`src/rtl/seq_mult_4x4.sv`:
```
// 4x4 unsigned shift-and-add multiplier: one add/shift step per clock, four steps per product.
// Define SEQ_MULT_BUSY_ERR_EN to add the registered err output flagging starts that arrive while busy.

module ripple_add4 (
    input  logic [3:0] x_i,
    input  logic [3:0] y_i,
    input  logic       cin_i,
    output logic [3:0] s_o,
    output logic       co_o
);
    always_comb begin : ripple
        logic c;
        c = cin_i;
        for (int i = 0; i < 4; i++) begin
            s_o[i] = x_i[i] ^ y_i[i] ^ c;
            c      = (x_i[i] & y_i[i]) | (c & (x_i[i] ^ y_i[i]));
        end
        co_o = c;
    end
endmodule

module seq_mult_4x4 (
    input  logic       clk,
    input  logic       rst_n,
    input  logic       start,
    input  logic [3:0] a,
    input  logic [3:0] b,
    output logic [7:0] p,
    output logic       busy,
`ifdef SEQ_MULT_BUSY_ERR_EN
    output logic       err,
`endif
    output logic       done
);
    typedef enum logic [1:0] {IDLE, CALC, DONE} state_t;

    state_t     state_q;
    logic [3:0] m_q;
    logic [3:0] a_q;
    logic [3:0] q_q;
    logic [1:0] cnt_q;
    logic [7:0] p_q;
    logic       busy_q;
    logic       done_q;

    logic [3:0] sum;
    logic       co;
    logic [7:0] aq_d;

    ripple_add4 u_add (
        .x_i  (a_q),
        .y_i  (m_q),
        .cin_i(1'b0),
        .s_o  (sum),
        .co_o (co)
    );

    // One step: optionally add M into A, then shift the 9-bit {carry, A, Q} right by one.
    always_comb begin
        aq_d = q_q[0] ? {co, sum, q_q[3:1]} : {1'b0, a_q, q_q[3:1]};
    end

    always_ff @(posedge clk) begin
        if (!rst_n) begin
            state_q <= IDLE;
            m_q     <= 4'd0;
            a_q     <= 4'd0;
            q_q     <= 4'd0;
            cnt_q   <= 2'd0;
            p_q     <= 8'd0;
            busy_q  <= 1'b0;
            done_q  <= 1'b0;
        end else begin
            case (state_q)
                IDLE: begin
                    done_q <= 1'b0;
                    if (start) begin
                        m_q     <= a;
                        q_q     <= b;
                        a_q     <= 4'd0;
                        cnt_q   <= 2'd0;
                        busy_q  <= 1'b1;
                        state_q <= CALC;
                    end
                end
                CALC: begin
                    {a_q, q_q} <= aq_d;
                    cnt_q      <= cnt_q + 2'd1;
                    if (cnt_q == 2'd3) begin
                        p_q     <= aq_d;
                        done_q  <= 1'b1;
                        busy_q  <= 1'b0;
                        state_q <= DONE;
                    end
                end
                DONE: begin
                    done_q  <= 1'b0;
                    state_q <= IDLE;
                end
                default: begin
                    busy_q  <= 1'b0;
                    done_q  <= 1'b0;
                    state_q <= IDLE;
                end
            endcase
        end
    end

`ifdef SEQ_MULT_BUSY_ERR_EN
    logic err_q;

    always_ff @(posedge clk) begin
        if (!rst_n) begin
            err_q <= 1'b0;
        end else begin
            err_q <= start && (state_q == CALC || state_q == DONE);
        end
    end

    assign err = err_q;
`endif

    assign p    = p_q;
    assign busy = busy_q;
    assign done = done_q;
endmodule
```
`config.mk`:
```
export PLATFORM = sky130hd
export DESIGN_NAME = seq_mult_4x4
export DESIGN_NICKNAME = d
export VERILOG_FILES = /design/src/rtl/seq_mult_4x4.sv
export SDC_FILE = /design/constraint.sdc
export NUM_CORES = 1
export LEC_CHECK = 0
export CORE_MARGIN = 1
export CORE_UTILIZATION = 46
export DETAILED_ROUTE_END_ITERATION = 8
export PLACE_DENSITY = 0.78
export SETUP_SLACK_MARGIN = 0.05
export SLEW_MARGIN = 20
export SYNTH_ARGS = -nofsm -noshare
export SYNTH_HDL_FRONTEND = slang
export SYNTH_SLANG_ARGS = --single-unit
```
`constraint.sdc`:
```
create_clock -name clk -period 2.2 [get_ports clk]
set_input_delay 0.44 -clock clk [delete_from_list [all_inputs] [get_ports clk]]
set_output_delay 0.44 -clock clk [all_outputs]
set_load 0.01 [all_outputs]
```
==> results of run 1 <==
cell families after synthesis:
logic type,count (synthesis),share of synthesized area
and+or+nand+nor,36,0.150
AOI/OAI and AO/OA,29,0.179
DFF,26,0.447
buffers and inverters,16,0.0730
muxes,9,0.0773
adders and majority gates,5,0.0730
power by group through the flow:
stage / combinational (mW) / clock (mW) / sequential (mW)
2_1_floorplan: 0.0777 / 0 / 0.510
3_3_place_gp: 0.101 / 0 / 0.519
3_5_place_dp: 0.103 / 0 / 0.520
4_1_cts: 0.104 / 0.210 / 0.510
5_1_grt: 0.118 / 0.228 / 0.514
6_report: 0.106 / 0.201 / 0.511
area by class of cell:
| cell class | count | area, um2 | share of cell area |
|---|---|---|---|
| tap | 28 | 35.0 | 0.0248 |
| clock buffer | 3 | 22.5 | 0.0159 |
| multi-input combinational | 79 | 588 | 0.416 |
| timing repair buffer | 22 | 215 | 0.152 |
| sequential | 26 | 523 | 0.370 |
| inverter | 8 | 30.0 | 0.0212 |
path summary, 6_finish.rpt:
| kind | start | endpoint | slack, ns | depth (start not counted) |
|---|---|---|---|---|
| worst max-delay path | a_q[0] | a_q[2] | 0.09 | 9 |
| worst min-delay path | p[1] | p[1] | 0.46 | 2 |
| worst max register to register | a_q[0] | a_q[2] | 0.09 | 9 |
| worst min register to register | p[1] | p[1] | 0.46 | 2 |
Yosys cell counts (all sizes together):
| cell type | n | share of area |
|---|---|---|
| dfxtp | 26 | 0.45 |
| nor2 | 15 | 0.048 |
| nand2 | 12 | 0.039 |
| a21oi | 10 | 0.043 |
| mux2i | 9 | 0.077 |
| inv | 8 | 0.026 |
| buf | 5 | 0.037 |
| a211oi | 4 | 0.034 |
| clkbuf | 3 | 0.011 |
| fa | 3 | 0.052 |
| a22oi | 2 | 0.013 |
| and2 | 2 | 0.011 |
| ha | 2 | 0.021 |
| nand2b | 2 | 0.011 |
| o211ai | 2 | 0.013 |
| o21ai | 2 | 0.0086 |
| o32ai | 2 | 0.015 |
| a21o | 1 | 0.0075 |
| a2bb2oi | 1 | 0.0075 |
| a32oi | 1 | 0.0075 |
| and2b | 1 | 0.0075 |
| and3b | 1 | 0.0075 |
| nand3 | 1 | 0.0043 |
| nand3b | 1 | 0.0064 |
| nor3b | 1 | 0.016 |
| o21ba | 1 | 0.0086 |
| o21bai | 1 | 0.0064 |
| o221a | 1 | 0.0097 |
| o22ai | 1 | 0.0054 |
state kept, by name (all words and copies together), names as in the netlist:
signal   count
a_q          4
busy         1
cnt_q        2
done         1
m_q          4
p            8
q_q          4
state_q      2
per-layer routing:
metal	up-vias	GRT usage	wire length (um)
met2	24	0.348	1120
met5	-	0	0
met1	424	0.243	1070
li1	450	-	-
met3	2	0.0551	126
met4	0	0.0526	9
critical path, cell delays in order, from the launching register on:
cell and delay (ns):
dfxtp_2 0.37, ha_4 0.15, inv_2 0.05, fa_2 0.18, inv_2 0.04, fa_2 0.33, fa_1 0.45, mux2i_2 0.22
o32ai_2 0.11, and2_1 0.15
through the flow:
stage | cell area [um2] | hold WS, ns
6_report | 1410 | 0.465
5_1_grt | 1410 | 0.502
4_1_cts | 1390 | 0.470
3_5_place_dp | 1350 | 0.451
3_3_place_gp | 1350 | 0.445
2_1_floorplan | 1160 | 0.441
repair_timing:
| item | CTS | global route |
|---|---|---|
| pin swaps | 2 | 2 |
| gates resized for setup | 2 | 8 |
| buffers inserted | 1 | 0 |
| endpoints found under the setup margin | 1 | 2 |
| gates cloned | 0 | 0 |
==> results.md, run 1 <==
- Switch share: 0.254
- Final routed DRC violation total: 0
- Most common cell after layout, fill and taps aside: dfxtp_1
- Fin nets: 156
- Final ANT Viol Nets: 0
- Initial Util: 0.507
- Data arrival time of the worst path: 2.34 ns
- H-tree Lvls: 1
- Post-route setup slack: 0.0850 ns
- Hold WC Path Type: register to register
- Drt total wl: 2.32 mm
- GR Util All Layers: 0.201
- Gr ovfl total: 0
- Setup_tns: 0 ns
- Critical path type: register to register
- Die Y: 52.3 um
- N_diodes: 0
- Post-layout min period: 2.11 ns
- Pwr per Cell Area: 579 nW/um2
- Skew final: 0.00529 ns
- Syn. warnings: 0
- Fin cells: 166
- Die X: 52.3 um
- Antenna violations before repair: 0
- PortBufs: 20
- DR vias: 900
- Vias per Instance: 5.42
- Logic pwr share: 0.130
- Power Total: 0.818 mW
- Layout cell share with drive strength beyond 1: 0.145
- Die area: 2740 um2
- Final Cycle Share: 0.961
- Max Freq: 473 MHz
- Int Power: 0.610 mW
- RePlAce Congestion: 0.871
- Hold buffer count at cts: 0
- Router iterations before antenna repair: 4
- Core Util, Final: 0.615
- Syn-to-layout area delta: 21.4%
- Slew of the pin with the lowest slew margin: 0.442 ns
- Startpoint class of the critical path: register
- Final Slew Violations: 0
- Root buffer cell: clkbuf_4
- Core ar.: 2300 um2
- Sequential area share after synthesis: 0.447
- Vias in the first global route: 904
- Inst Count DP: 162
- Num ports: 21
- Part of the power in registers: 0.625
- Max Cap Viol: 0
- Largest net degree at the start of global routing: 14
- Clock power frac: 0.245
- Worst VDD drop: 0.478 mV
- Flip-flop and latch count after synthesis: 26
- Hpwl dp: 1.65 mm
- Run status: completed
- Count of cell types in the netlist: 33
- Drt first-iter violations: 16
- Worst relative slew slack: 0.706
- Avg Inst Size Synth: 9.63 um2
- Deepest clock path buffer count: 2
- Hold Fails Final Rpt: 0
- First-pass GRT wire length: 4.02 mm
- CTS tree: built
- CTS Sinks: 26
- Worst skew pair latency: 0.32 ns
- Synth Instances: 121
- Commonest non-fill, non-tap cells in the layout: 24 x dfxtp_1, 20 x clkdlybuf4s50_1, 15 x nor2_1, 12 x nand2_1, 10 x a21oi_1
- Max FO, Critical Path: 3
- Cell leakage power: 0.514 nW
- CTS buffer count: 3
- Mapped Nets: 137
- Clk pin slew, worst setup/hold paths: 0.14 ns
- Endpoints failing setup: 0
- Wire per inst: 14.0 um
- Synthesized area: 1160 um2
- FP Rows: 17
- Filler cell count: 203
- Worst Setup End Kind: register
- WP data required: 2.43 ns
- Unrepaired setup endpoints after global routing: true
- Switch Pwr: 0.208 mW
- Worst slack at placement: 0.0337 ns
(Power assumes the default switching activity.)
==> inputs of run 2 (changes only) <==
- SETUP_SLACK_MARGIN: 0.05 -> not set
==> run 2 against run 1 <==
  * The run now ends with setup timing left
  * Largest cell class unchanged
  * Largest power group unchanged
  * Flip-flop and latch count is the same
  * Register-to-register slack lost 0.09 ns
  * Global-route usage shrank 0.54 points
  * Die area is the same
  * Critical endpoint unchanged
==> results.md, run 2 (synthesis results as in run 1) <==
- Most common cell after layout, fill and taps aside: dfxtp_1 (unchanged)
- Gr ovfl total: 0 (unchanged)
- FF/Latch Area: 523 um2 (unchanged)
- Fin cells: 165 (was 166)
- Deepest clock path buffer count: 2 (unchanged)
- Filler cell count: 207 (was 203)
- Pwr per Cell Area: 587 nW/um2 (was 579 nW/um2)
- Slew of the pin with the lowest slew margin: 0.438 ns (was 0.442 ns)
- DR vias: 914 (was 900)
- Data arrival time of the worst path: 2.48 ns (was 2.34 ns)
- Wire per inst: 14.0 um (about the same)
- GR Util All Layers: 0.196 (was 0.201)
- RePlAce Congestion: 0.871 (unchanged)
- Vias per Instance: 5.54 (was 5.42)
- Initial Util: 0.507 (unchanged)
- H-tree Lvls: 1 (unchanged)
- Inst Count DP: 162 (unchanged)
- Root buffer cell: clkbuf_4 (unchanged)
- Hpwl dp: 1.65 mm (unchanged)
- Layout cell share with drive strength beyond 1: 0.124 (was 0.145)
- Critical path type: register to register (unchanged)
- Antenna violations before repair: 0 (unchanged)
- Syn-to-layout area delta: 19.7% (was 21.4%)
- Post-layout min period: 2.20 ns (was 2.11 ns)
- FP Rows: 17 (unchanged)
- Final hold slack: 0.465 ns (about the same)
- CTS buffer count: 3 (unchanged)
- Endpoints failing setup: 1 (was 0)
- Vias in the first global route: 881 (was 904)
- Drt first-iter violations: 12 (was 16)
- Max FO, Critical Path: 2 (was 3)
- Max Freq: 454 MHz (was 473 MHz)
- Router iterations before antenna repair: 4 (unchanged)
- Run status: finished with violations (was completed)
- Die Y: 52.3 um (unchanged)
- Failing checks: setup timing
- Worst relative slew slack: 0.708 (was 0.706)
- Skew final: 0.00430 ns (was 0.00529 ns)
- Commonest non-fill, non-tap cells in the layout: 24 x dfxtp_1, 20 x clkdlybuf4s50_1, 15 x nor2_1, 12 x nand2_1, 10 x a21oi_1 (unchanged)
- Final Cycle Share: 1.00 (was 0.961)
- Max Cap Viol: 0 (unchanged)
- Hold WC Path Type: register to register (unchanged)
- Core ar.: 2300 um2 (unchanged)
- Cell leakage power: 0.510 nW (was 0.514 nW)
- N_diodes: 0 (unchanged)
- CTS tree: built (unchanged)
- Unrepaired setup endpoints after global routing: true (unchanged)
- First-pass GRT wire length: 3.93 mm (was 4.02 mm)
- Worst VDD drop: 0.483 mV (was 0.478 mV)
- WP data required: 2.47 ns (was 2.43 ns)
- Final ANT Viol Nets: 0 (unchanged)
- Fin nets: 155 (was 156)
- Hold Fails Final Rpt: 0 (unchanged)
- Largest net degree at the start of global routing: 14 (unchanged)
- Num ports: 21 (unchanged)
- Die area: 2740 um2 (unchanged)
- Worst Setup End Kind: register (unchanged)
- Worst skew pair latency: 0.32 ns (about the same)
- PortBufs: 20 (unchanged)
- CTS Sinks: 26 (unchanged)
- Area of the multi-input gates: 576 um2 (was 588 um2)
- Drt total wl: 2.31 mm (was 2.32 mm)
- Clk pin slew, worst setup/hold paths: 0.14 ns (about the same)
- Final routed DRC violation total: 0 (unchanged)
- Post-route setup slack: -0.00224 ns (was 0.0850 ns)
- Flip-flop count of the largest register after layout: 8 (unchanged)
- Startpoint class of the critical path: register (unchanged)
- Final Slew Violations: 0 (unchanged)
- Die X: 52.3 um (unchanged)
-- run 2: stage by stage --
stage | util | cell area, um2 | worst slack [ns] | setup TNS [ns] | power, mW
floorplan | - | 1160 | 0.148 | 0 | 0.587
global placement | 0.589 | 1350 | 0.0883 | 0 | 0.619
detailed placement | 0.589 | 1350 | 0.0337 | 0 | 0.623
CTS | 0.599 | 1380 | 0.00150 | 0 | 0.823
global route | 0.607 | 1390 | -0.129 | -0.129 | 0.857
finish | 0.607 | 1390 | -0.00224 | -0.00224 | 0.818
-- run 2: worst max-delay path: stages, from the launching register on --
cell,delay (ns)
dfxtp_2,0.35
ha_2,0.17
inv_2,0.05
fa_1,0.15
inv_1,0.05
fa_2,0.34
fa_1,0.55
mux2i_2,0.09
o32ai_2,0.27
and2_1,0.15
-- run 2: routing by layer --
metal | GRT usage | vias to the layer above | wire (um)
li1 | - | 444 | -
met1 | 0.250 | 446 | 1070
met2 | 0.329 | 22 | 1140
met3 | 0.0522 | 2 | 93
met4 | 0.0395 | 0 | 9
met5 | 0 | - | 0
-- run 2: worst paths after layout --
| path | from | to | slack [ns] | cells after the start |
|---|---|---|---|---|
| max | m_q[0] | a_q[2] | -0.002 | 9 |
| min | p[1] | p[1] | 0.47 | 2 |
| max reg2reg | m_q[0] | a_q[2] | -0.002 | 9 |
| min reg2reg | p[1] | p[1] | 0.47 | 2 |
-- run 2: layout make-up --
class                   count  area share
multi-input cells          79       0.413
flip-flops and latches     26       0.375
clock buffers               3      0.0162
well taps                  28      0.0251
repair buffers             21       0.149
inverters                   8      0.0215
-- run 2: repair_timing --
item,in CTS,in global routing
setup endpoints to repair,0,1
hold buffers,0,0
gates resized for setup,0,7
setup buffers,0,0
-- run 2: power by group --
part,switching (mW),total [mW],internal [mW]
clock network,0.138,0.203,0.0642
logic,0.0499,0.105,0.0553
registers,0.0205,0.510,0.490
total,0.209,0.818,0.609
